`src/rtl/clkmon_pkg.sv`:
```
`timescale 1ns/1ps
`default_nettype none
// ============================================================================
//  Module      : clkmon_pkg
//  Description : Shared types and default parameters for the clock monitor.
//  Revision    : 1.0 - initial release
// ============================================================================
package clkmon_pkg;

  // Monitor FSM state encodings
  typedef enum logic [1:0] {
    ST_IDLE = 2'd0,
    ST_ARM  = 2'd1,
    ST_MEAS = 2'd2,
    ST_LOST = 2'd3
  } state_e;

  localparam int C_CNT_W_DEF       = 16;
  localparam int C_SYNC_STAGES_DEF = 2;
  localparam int C_TIMEOUT_DEF     = 64;
  localparam int C_GOOD_CNT_DEF    = 4;

endpackage : clkmon_pkg
`default_nettype wire

```
`src/rtl/clkmon_sync.sv`:
```
`timescale 1ns/1ps
`default_nettype none
// ============================================================================
//  Module      : clkmon_sync
//  Description : Multi-flop synchronizer for the monitored clock followed by
//                a rise/fall edge detector producing 1-cycle pulses.
//  Revision    : 1.0 - initial release
// ============================================================================
module clkmon_sync #(
  parameter int SYNC_STAGES = 2
) (
  input  logic clk_i,
  input  logic rst_ni,
  input  logic async_i,
  output logic rise_o,
  output logic fall_o
);

  logic [SYNC_STAGES-1:0] sync_q;
  logic                   prev_q;

  // Shift the async input through the synchronizer and keep the last stable value
  always_ff @(posedge clk_i or negedge rst_ni) begin
    if (!rst_ni) begin
      sync_q <= '0;
      prev_q <= 1'b0;
    end else begin
      sync_q <= {sync_q[SYNC_STAGES-2:0], async_i};
      prev_q <= sync_q[SYNC_STAGES-1];
    end
  end

  assign rise_o =  sync_q[SYNC_STAGES-1] & ~prev_q;
  assign fall_o = ~sync_q[SYNC_STAGES-1] &  prev_q;

endmodule : clkmon_sync
`default_nettype wire

```
`src/rtl/clkmon.sv`:
```
`timescale 1ns/1ps
`default_nettype none
// ============================================================================
//  Module      : clkmon
//  Description : Measures period and high time of an asynchronous monitored
//                clock in reference-clock cycles; flags range, duty and loss
//                faults and reports a clock-ok level after consecutive good
//                periods.
//  Revision    : 1.0 - initial release
// ============================================================================
module clkmon
  import clkmon_pkg::*;
#(
  parameter int CNT_W       = C_CNT_W_DEF,
  parameter int SYNC_STAGES = C_SYNC_STAGES_DEF,
  parameter int PERIOD_MIN  = 7,
  parameter int PERIOD_MAX  = 9,
  parameter int HIGH_MIN    = 3,
  parameter int HIGH_MAX    = 5,
  parameter int TIMEOUT     = C_TIMEOUT_DEF,
  parameter int GOOD_CNT    = C_GOOD_CNT_DEF
) (
  input  logic             clk_i,
  input  logic             rst_ni,
  input  logic             en_i,
  input  logic             mon_clk_i,
  input  logic             err_clr_i,
  output logic [CNT_W-1:0] period_meas_o,
  output logic [CNT_W-1:0] high_meas_o,
  output logic             meas_vld_o,
  output logic             period_err_o,
  output logic             duty_err_o,
  output logic             clk_lost_o,
  output logic             clk_ok_o
);

  localparam int             GW     = $clog2(GOOD_CNT + 1);
  localparam logic [CNT_W-1:0] C_ONES  = '1;
  localparam logic [CNT_W-1:0] C_PMIN  = CNT_W'(PERIOD_MIN);
  localparam logic [CNT_W-1:0] C_PMAX  = CNT_W'(PERIOD_MAX);
  localparam logic [CNT_W-1:0] C_HMIN  = CNT_W'(HIGH_MIN);
  localparam logic [CNT_W-1:0] C_HMAX  = CNT_W'(HIGH_MAX);
  localparam logic [CNT_W-1:0] C_TMO   = CNT_W'(TIMEOUT);
  localparam logic [GW-1:0]    C_GOOD  = GW'(GOOD_CNT);

  logic             rise, fall;
  logic [CNT_W-1:0] pcnt_q, hcnt_q;
  logic             hfrz_q;
  logic [GW-1:0]    good_q, good_d;
  state_e           state_q;
  logic             per_bad, duty_bad;

  logic [CNT_W-1:0] period_meas_q, high_meas_q;
  logic             meas_vld_q, period_err_q, duty_err_q, clk_lost_q, clk_ok_q;

  clkmon_sync #(
    .SYNC_STAGES (SYNC_STAGES)
  ) u_sync (
    .clk_i   (clk_i),
    .rst_ni  (rst_ni),
    .async_i (mon_clk_i),
    .rise_o  (rise),
    .fall_o  (fall)
  );

  // Period and high-time counters: restart on rise, high counter freezes on fall
  always_ff @(posedge clk_i or negedge rst_ni) begin
    if (!rst_ni) begin
      pcnt_q <= '0;
      hcnt_q <= '0;
      hfrz_q <= 1'b0;
    end else if (rise) begin
      pcnt_q <= CNT_W'(1);
      hcnt_q <= CNT_W'(1);
      hfrz_q <= 1'b0;
    end else begin
      if (pcnt_q != C_ONES) pcnt_q <= pcnt_q + CNT_W'(1);
      if (fall) begin
        hfrz_q <= 1'b1;
      end else if (!hfrz_q && hcnt_q != C_ONES) begin
        hcnt_q <= hcnt_q + CNT_W'(1);
      end
    end
  end

  assign per_bad  = (pcnt_q < C_PMIN) || (pcnt_q > C_PMAX);
  assign duty_bad = (hcnt_q < C_HMIN) || (hcnt_q > C_HMAX);

  // Next good-period count for the measurement completing this cycle
  always_comb begin
    good_d = good_q;
    if (per_bad || duty_bad) begin
      good_d = '0;
    end else if (good_q != C_GOOD) begin
      good_d = good_q + GW'(1);
    end
  end

  // Monitor FSM with registered measurement, sticky-error and status outputs
  always_ff @(posedge clk_i or negedge rst_ni) begin
    if (!rst_ni) begin
      state_q       <= ST_IDLE;
      period_meas_q <= '0;
      high_meas_q   <= '0;
      meas_vld_q    <= 1'b0;
      period_err_q  <= 1'b0;
      duty_err_q    <= 1'b0;
      clk_lost_q    <= 1'b0;
      clk_ok_q      <= 1'b0;
      good_q        <= '0;
    end else begin
      meas_vld_q <= 1'b0;
      // A new error later in this block overrides the clear
      if (err_clr_i) begin
        period_err_q <= 1'b0;
        duty_err_q   <= 1'b0;
      end
      if (!en_i) begin
        state_q    <= ST_IDLE;
        clk_ok_q   <= 1'b0;
        clk_lost_q <= 1'b0;
        good_q     <= '0;
      end else begin
        case (state_q)
          ST_IDLE: state_q <= ST_ARM;
          ST_ARM: begin
            if (rise) state_q <= ST_MEAS;
          end
          ST_MEAS: begin
            if (rise) begin
              period_meas_q <= pcnt_q;
              high_meas_q   <= hcnt_q;
              meas_vld_q    <= 1'b1;
              if (per_bad)  period_err_q <= 1'b1;
              if (duty_bad) duty_err_q   <= 1'b1;
              good_q        <= good_d;
              clk_ok_q      <= (good_d == C_GOOD);
            end else if (pcnt_q == C_TMO) begin
              state_q    <= ST_LOST;
              clk_lost_q <= 1'b1;
              clk_ok_q   <= 1'b0;
              good_q     <= '0;
            end
          end
          ST_LOST: begin
            if (rise) begin
              state_q    <= ST_ARM;
              clk_lost_q <= 1'b0;
            end
          end
          default: state_q <= ST_IDLE;
        endcase
      end
    end
  end

  assign period_meas_o = period_meas_q;
  assign high_meas_o   = high_meas_q;
  assign meas_vld_o    = meas_vld_q;
  assign period_err_o  = period_err_q;
  assign duty_err_o    = duty_err_q;
  assign clk_lost_o    = clk_lost_q;
  assign clk_ok_o      = clk_ok_q;

endmodule : clkmon
`default_nettype wire
```
`config.mk`:
```
export PLATFORM = sky130hd
export DESIGN_NAME = clkmon
export DESIGN_NICKNAME = d
export VERILOG_FILES = /design/src/rtl/clkmon_pkg.sv /design/src/rtl/clkmon_sync.sv /design/src/rtl/clkmon.sv
export SDC_FILE = /design/constraint.sdc
export NUM_CORES = 1
export LEC_CHECK = 0
export ABC_AREA = 0
export CAP_MARGIN = 30
export CORE_ASPECT_RATIO = 0.7
export CORE_MARGIN = 1.5
export CORE_UTILIZATION = 51
export CTS_BUF_LIST = sky130_fd_sc_hd__clkbuf_8
export CTS_CLUSTER_SIZE = 25
export DETAILED_ROUTE_END_ITERATION = 10
export PLACE_DENSITY_LB_ADDON = 0.1
export SYNTH_ARGS = -nofsm -noshare
export SYNTH_HDL_FRONTEND = slang
export SYNTH_HIERARCHICAL = 1
export SYNTH_SLANG_ARGS = --single-unit
```
`constraint.sdc`:
```
create_clock -name clk_i -period 1.8 [get_ports clk_i]
set_input_delay 0.27 -clock clk_i [delete_from_list [all_inputs] [get_ports clk_i]]
set_output_delay 0.27 -clock clk_i [all_outputs]
set_load 0.01 [all_outputs]
```
Yosys cells after proc, flatten, opt, wreduce, memory -nomap -nowiden --
Cells that the tools add are included.
Word-level totals: bits in registers 78, input port bits 5, output and inout port bits 37, word-level logic and storage cells 96
Operators by class: $add $sub $neg 3, magnitude comparators 4, equal/unequal tests 16, muxes and demuxes 41, bitwise logic cells 4, reduce and logical (&&, ||, !) cells 14
Operators by type and width (number):
- 16-bit 2-to-1 mux | 5
- 16-bit by 1-bit adder with 16-bit output (second input constant) | 2
- 16-bit != test (second input constant) | 2
- 1-bit 2-to-1 mux | 23
- 3-bit 2-to-1 mux | 6
- 16-bit by 7-bit == test with 1-bit output (second input constant) | 1
- 16-bit by 3-bit > comparator with 1-bit output (second input constant) | 1
- 16-bit by 4-bit > comparator with 1-bit output (second input constant) | 1
- 16-bit by 2-bit < comparator with 1-bit output (second input constant) | 1
- 16-bit by 3-bit < comparator with 1-bit output (second input constant) | 1
- 3-bit != test (second input constant) | 5
- 2-bit 2-to-1 mux | 5
- 2-bit one-hot mux with 4 select lines | 1
- 4-bit AND reduction | 2
- 3-bit by 1-bit != test with 1-bit output (second input constant) | 2
- 2-bit nonzero test | 3
- 2-bit == test (second input constant) | 2
- 2-bit AND reduction | 2
- 3-bit by 1-bit adder with 3-bit output (second input constant) | 1
- 3-bit == test (second input constant) | 1
- 1-bit logical OR | 3
- 3-bit AND reduction | 1
- 1-bit bitwise AND | 2
- 2-bit by 1-bit == test with 1-bit output (second input constant) | 1
- other kinds (7) | 8

Depth between registers and ports, before layout --
depth in word-level cells 8, depth in mapped cells 7, depth with buffers taken out 7

By module --
Netlist, hierarchy kept.
By module, submodules not included:
- clkmon | times used 1, cells each 362, area an instance 3746.1 sq um, sequential area each 1876.8 sq um
- clkmon_sync | times used 1, cells each 5, area an instance 90.1 sq um, sequential area each 75.1 sq um

Least setup slack after synthesis --
No wires, ideal clock.
kind register -> register, start register hcnt_q[0], end register hcnt_q[12], setup time 0.132 ns, arrival 1.628 ns, required time 1.668 ns, path slack 0.040 ns, cell stages (with the launch flop) 7, buffers on the path 0, period minus slack after synthesis 1.760 ns, cells stage by stage dfrtp_1 ha_1 or3b_2 nor4_4 nand4_1 xor2_1 nor2_1
On the way: word-level cells in the longest chain between the ends 4, elaborated cells on any way between the ends 8, those cells by class add/sub (1); eq/ne (1); mux (3); reduce/logical (3)
RTL lines:
- start, declared | line clkmon.sv:47 | logic [CNT_W-1:0] pcnt_q, hcnt_q;
- start signal, assigned | line clkmon.sv:81 | hcnt_q <= hcnt_q + CNT_W'(1);
- 16-bit by 1-bit adder with 16-bit output or 16-bit != test (tied branches) | line clkmon.sv:81, clkmon.sv:80
- 16-bit 2-to-1 mux or 1-bit logical AND (tied branches) | line clkmon.sv:80 | end else if (!hfrz_q && hcnt_q != C_ONES) begin
- 16-bit 2-to-1 mux or 2-bit nonzero test (tied branches)
- 16-bit 2-to-1 mux or 2-bit AND reduction (tied branches)
Parallel ways exist; a longest one is shown, timed or not. The select of a mux whose other input is x is not followed. A chain may end at the register's enable or synchronous reset.

Worst setup path after layout --
start register u_sync.prev_q, end register hcnt_q[13]
On the way: elaborated cells on any way between the ends 7, those cells by class eq/ne (1); mux (1); bitwise (3); reduce/logical (2)
RTL lines:
- start, declared | line clkmon_sync.sv:20 | logic prev_q;
- start signal, assigned | line clkmon_sync.sv:29 | prev_q <= sync_q[SYNC_STAGES-1];
- 1-bit bitwise AND | line clkmon_sync.sv:34 | assign fall_o = ~sync_q[SYNC_STAGES-1] & prev_q;
- named net fall | line clkmon.sv:46 | logic rise, fall;
- 2-bit != test (no source line)
- 2-bit AND reduction (no source line)
The timed path passes the listed nets, and every way through them passes these cells.

==> flow_summary.rst <==
.. list-table::
   :header-rows: 1

   * - Metric
     - Value
   * - Status
     - finished clean
   * - RSZ-0062 raised after global routing
     - yes
   * - Drt drc
     - 0
   * - CTS Sinks
     - 78
   * - Max Freq
     - 562 MHz
   * - Clock transition at the register clock pins on the worst setup and hold paths after CTS
     - 80 ps
   * - Count of distinct cell types in the synthesized netlist
     - 50
   * - Worst-case clock skew
     - 8.45 ps
   * - Fraction of layout cells with a size suffix above 1
     - 26.4%
   * - Sequential-to-total area share from yosys stat
     - 50.9%
   * - Bufs and invs on worst path
     - 0
   * - Master cell of the clock root buffer
     - clkbuf_8
   * - Std-Cell Core Area
     - 7290 sq um
   * - Via count
     - 3063
   * - Slack of the critical path
     - 21.3 ps
   * - Critical setup path kind
     - register to register
   * - Vias in the first global route
     - 2798
   * - Synth Register Bits
     - 78
   * - Wire length of the first global-routing pass
     - 14.3 mm
   * - Total area of multi-input combinational cells
     - 1870 sq um
   * - Min Hold Slack
     - 363 ps
   * - Main combinational cell family by area after synthesis
     - simple AND/OR/NAND/NOR gates
   * - Antenna violations before repair
     - 0
   * - Leakage Power
     - 0.00224 uW
   * - Critical path's slowest cell
     - dfrtp_1
   * - DRC violation total after the first TritonRoute iteration
     - 213
   * - Average routed wire per standard cell
     - 15.8 um
   * - Post-route minimum period
     - 1780 ps
   * - CTS buffer count
     - 9
   * - Number of flops mapped to enable cells by yosys
     - 0
   * - Pre-antenna DRT Iters
     - 4
   * - Area share of and/or/nand/nor cells after synthesis
     - 21.4%
   * - Number of antenna cells inserted
     - 0
   * - Setup crit end kind
     - register
   * - Max-slew violations
     - 0
   * - Relative slew slack
     - 70.6%
   * - Half-perimeter wire length after detailed placement
     - 6.04 mm
   * - Post-place setup slack
     - -75.3 ps
   * - CP Data Arrival Time
     - 2010 ps
   * - CP Depth
     - 6
   * - Starting density of the core
     - 52.6%
   * - Internal portion of total power
     - 3460 uW
   * - Kind of cell with the highest combined delay on the critical path
     - simple AND/OR/NAND/NOR gates
   * - Type of element launching the critical path
     - register
   * - H-tree depth
     - 3
   * - Number of cells in the finished layout apart from fillers
     - 552
   * - Part of the total power dissipated in the clock network
     - 30.8%
   * - Hold WC Path Type
     - primary input to register
   * - Cell count after synthesis
     - 367
   * - Antenna Nets Post-Route
     - 0
   * - Design Power
     - 4900 uW
   * - Post-route clock period utilization
     - 98.8%
   * - Parity-gate share of the synthesized area counting xor and xnor cells
     - 4.79%
   * - Largest net degree at the start of global routing
     - 43
   * - Fraction of registers with async set/reset
     - 100%
   * - Clock tree from TritonCTS
     - yes
   * - Average via count per standard cell
     - 5.55
   * - Share of power burned in registers
     - 43.3%
   * - Global router's overall resource usage
     - 23.3%
   * - Die ar.
     - 8060 sq um
   * - Final total negative setup slack
     - 0 ps
   * - Global placer's final weighted congestion
     - 0.887
   * - Sequential cell area
     - 1960 sq um
   * - Ordered list of cells on the worst path
     - and2b_2 > and4bb_2 > nand4_1 > nor4_2 > xnor2_1 > nor2_1
   * - Number of top-level pins
     - 42
   * - # nets final
     - 465
   * - Signed area change from the synthesized netlist to the final layout
     - 31.0%
   * - Worst-case vdd ir drop
     - 0.000509 V
   * - Core Rows
     - 26
   * - Synth warnings
     - 6
   * - Max FO, Critical Path
     - 4
   * - Post-synthesis compound-gate area fraction
     - 8.15%
   * - Die X
     - 107 um
   * - Fillers
     - 567
   * - Worst Tran Pin Value
     - 439 ps
   * - Summed instance area of the synthesized netlist
     - 3840 sq um
   * - Clock Path Buffers
     - 2
   * - Maximum single-stage delay on the critical path
     - 380 ps
   * - Height of the die
     - 75.6 um
   * - IO buf count
     - 41
   * - Max cap viols
     - 0
   * - Share of synthesized area spent on multiplexers
     - 7.60%
   * - Post-Syn Nets
     - 383
   * - GRT Residual Overflow
     - 0
   * - Switching power
     - 1440 uW
   * - Total Wirelength
     - 8.73 mm
   * - Adder-Cell Fraction of Synth Area
     - 3.59%
   * - Dpl cells
     - 533
   * - Sw Share
     - 29.4%
   * - Avg Inst Size Synth
     - 10.5 sq um
   * - Source-to-sink clock delay at the later pin of the worst-skew pair
     - 350 ps
   * - Logic gate share of total power
     - 25.9%
   * - Ratio of total power to cell area
     - 975 nW/um^2
   * - Required time of the critical path
     - 2030 ps
   * - Worst hold path depth
     - 1
   * - Synth Flop Type
     - dfrtp_1
   * - Number of cells on the worst reg-to-reg path
     - 6
   * - Count of final hold-check violations
     - 0
   * - Setup violators final
     - 0
-- logic make-up after synthesis --
logic type | count (synthesis)
AND/OR/NAND/NOR | 150
flip-flops | 78
AO/OA/AOI/OAI | 48
buffers and inverters | 33
multiplexers | 26
XOR/XNOR | 21
adder cells (fa/ha/maj) | 11
-- power groups by stage --
stage          clock (uW)  combinational, uW  sequential, uW
6_report             1510               1270            2120
5_1_grt              1610               1400            2160
4_1_cts              1550               1190            2100
3_5_place_dp            0               1170            2130
3_3_place_gp            0               1140            2120
2_1_floorplan           0                632            2120
-- synthesized netlist by cell type, drive strengths merged (2+ instances only) --
library cell | count | share of area, %
buf | 5 | 0.82
nor4 | 11 | 2.8
o22ai | 2 | 0.33
xnor2 | 16 | 3.7
a2111oi | 2 | 0.98
nand4 | 12 | 2.0
inv | 19 | 1.9
nor3 | 17 | 2.3
o31ai | 2 | 0.39
nand2 | 29 | 2.8
and4 | 2 | 0.49
or3 | 5 | 0.95
o21ai | 16 | 2.1
ha | 11 | 3.6
a21oi | 13 | 1.7
nor2 | 39 | 3.8
a31oi | 2 | 0.33
and3 | 7 | 1.2
xor2 | 5 | 1.1
mux2 | 25 | 7.3
clkbuf | 9 | 0.91
nand3 | 16 | 2.2
a211oi | 5 | 0.98
nor3b | 2 | 0.39
dfrtp | 78 | 51
nor2b | 3 | 0.49
-- repair_timing --
action | CTS | global route
gates resized for setup | 3 | 23
endpoints found under the hold margin | 25 | 0
pin swaps | 4 | 14
setup endpoints to repair | 9 | 26
hold buffers | 1 | 0
setup buffers | 1 | 1
-- worst paths after layout --
path                                       start                to  slack (ps)
min in group asynchronous                 rst_ni        meas_vld_o         370
max in group asynchronous                 rst_ni    high_meas_o[4]         810
worst min-delay path                   mon_clk_i  u_sync/sync_q[0]         360
worst max-delay path               u_sync/prev_q        hcnt_q[13]          20
worst min register to register  u_sync/sync_q[0]  u_sync/sync_q[1]         420
worst max register to register     u_sync/prev_q        hcnt_q[13]          20
-- through the flow --
| step | util, % | area, sq um |
|---|---|---|
| after global routing | 69.0 | 5020 |
| after global placement | 63.7 | 4640 |
| final | 69.0 | 5020 |
| after CTS | 67.3 | 4900 |
| after floorplan | - | 3840 |
| after detailed placement | 63.7 | 4640 |
-- cell usage in the layout (no fill, tap or decap), drive strengths merged, types with 2 or more instances in the layout --
master,synthesis,routed
dfrtp,78,78
buf,5,44
clkdlybuf4s50,0,40
nor2,39,39
nand2,29,29
mux2,25,25
inv,19,20
nor3,17,17
o21ai,16,16
xnor2,16,16
nand3,16,16
a21oi,13,13
nand4,12,12
clkbuf,9,12
ha,11,11
nor4,11,11
and3,7,7
xor2,5,5
a211oi,5,5
or3,5,5
nor2b,3,3
o22ai,2,2
a31oi,2,2
o31ai,2,2
nor3b,2,2
bufinv,0,2
a2111oi,2,2
and4,2,2
-- routing by layer --
metal / wire length, um / part of all wire [%] / track usage, % / vias up
met5: 0 / 0 / 0 / -
met4: 72 / 0.83 / 4.59 / 0
met3: 517 / 5.9 / 6.42 / 7
met2: 3630 / 42 / 33.5 / 93
met1: 4510 / 52 / 35.5 / 1503
li1: - / - / - / 1460
-- state kept, by name (all words and copies together) (netlist names) --
| register | cells |
|---|---|
| u_sync/sync_q | 2 |
| clk_ok_o | 1 |
| period_meas_o | 16 |
| u_sync/prev_q | 1 |
| high_meas_o | 16 |
| good_q | 3 |
| clk_lost_o | 1 |
| period_err_o | 1 |
| meas_vld_o | 1 |
| hcnt_q | 16 |
| duty_err_o | 1 |
| pcnt_q | 16 |
| hfrz_q | 1 |
| state_q | 2 |
-- cell type report --
cell class	instances	share of cell area, %
clock inverters	4	1.37
multi-input cells	256	37.3
clock buffers	12	3.29
inverters	19	1.42
flip-flops and latches	78	38.9
well taps	98	2.44
repair buffers	85	15.2
Power figures use the tool's default switching activity.
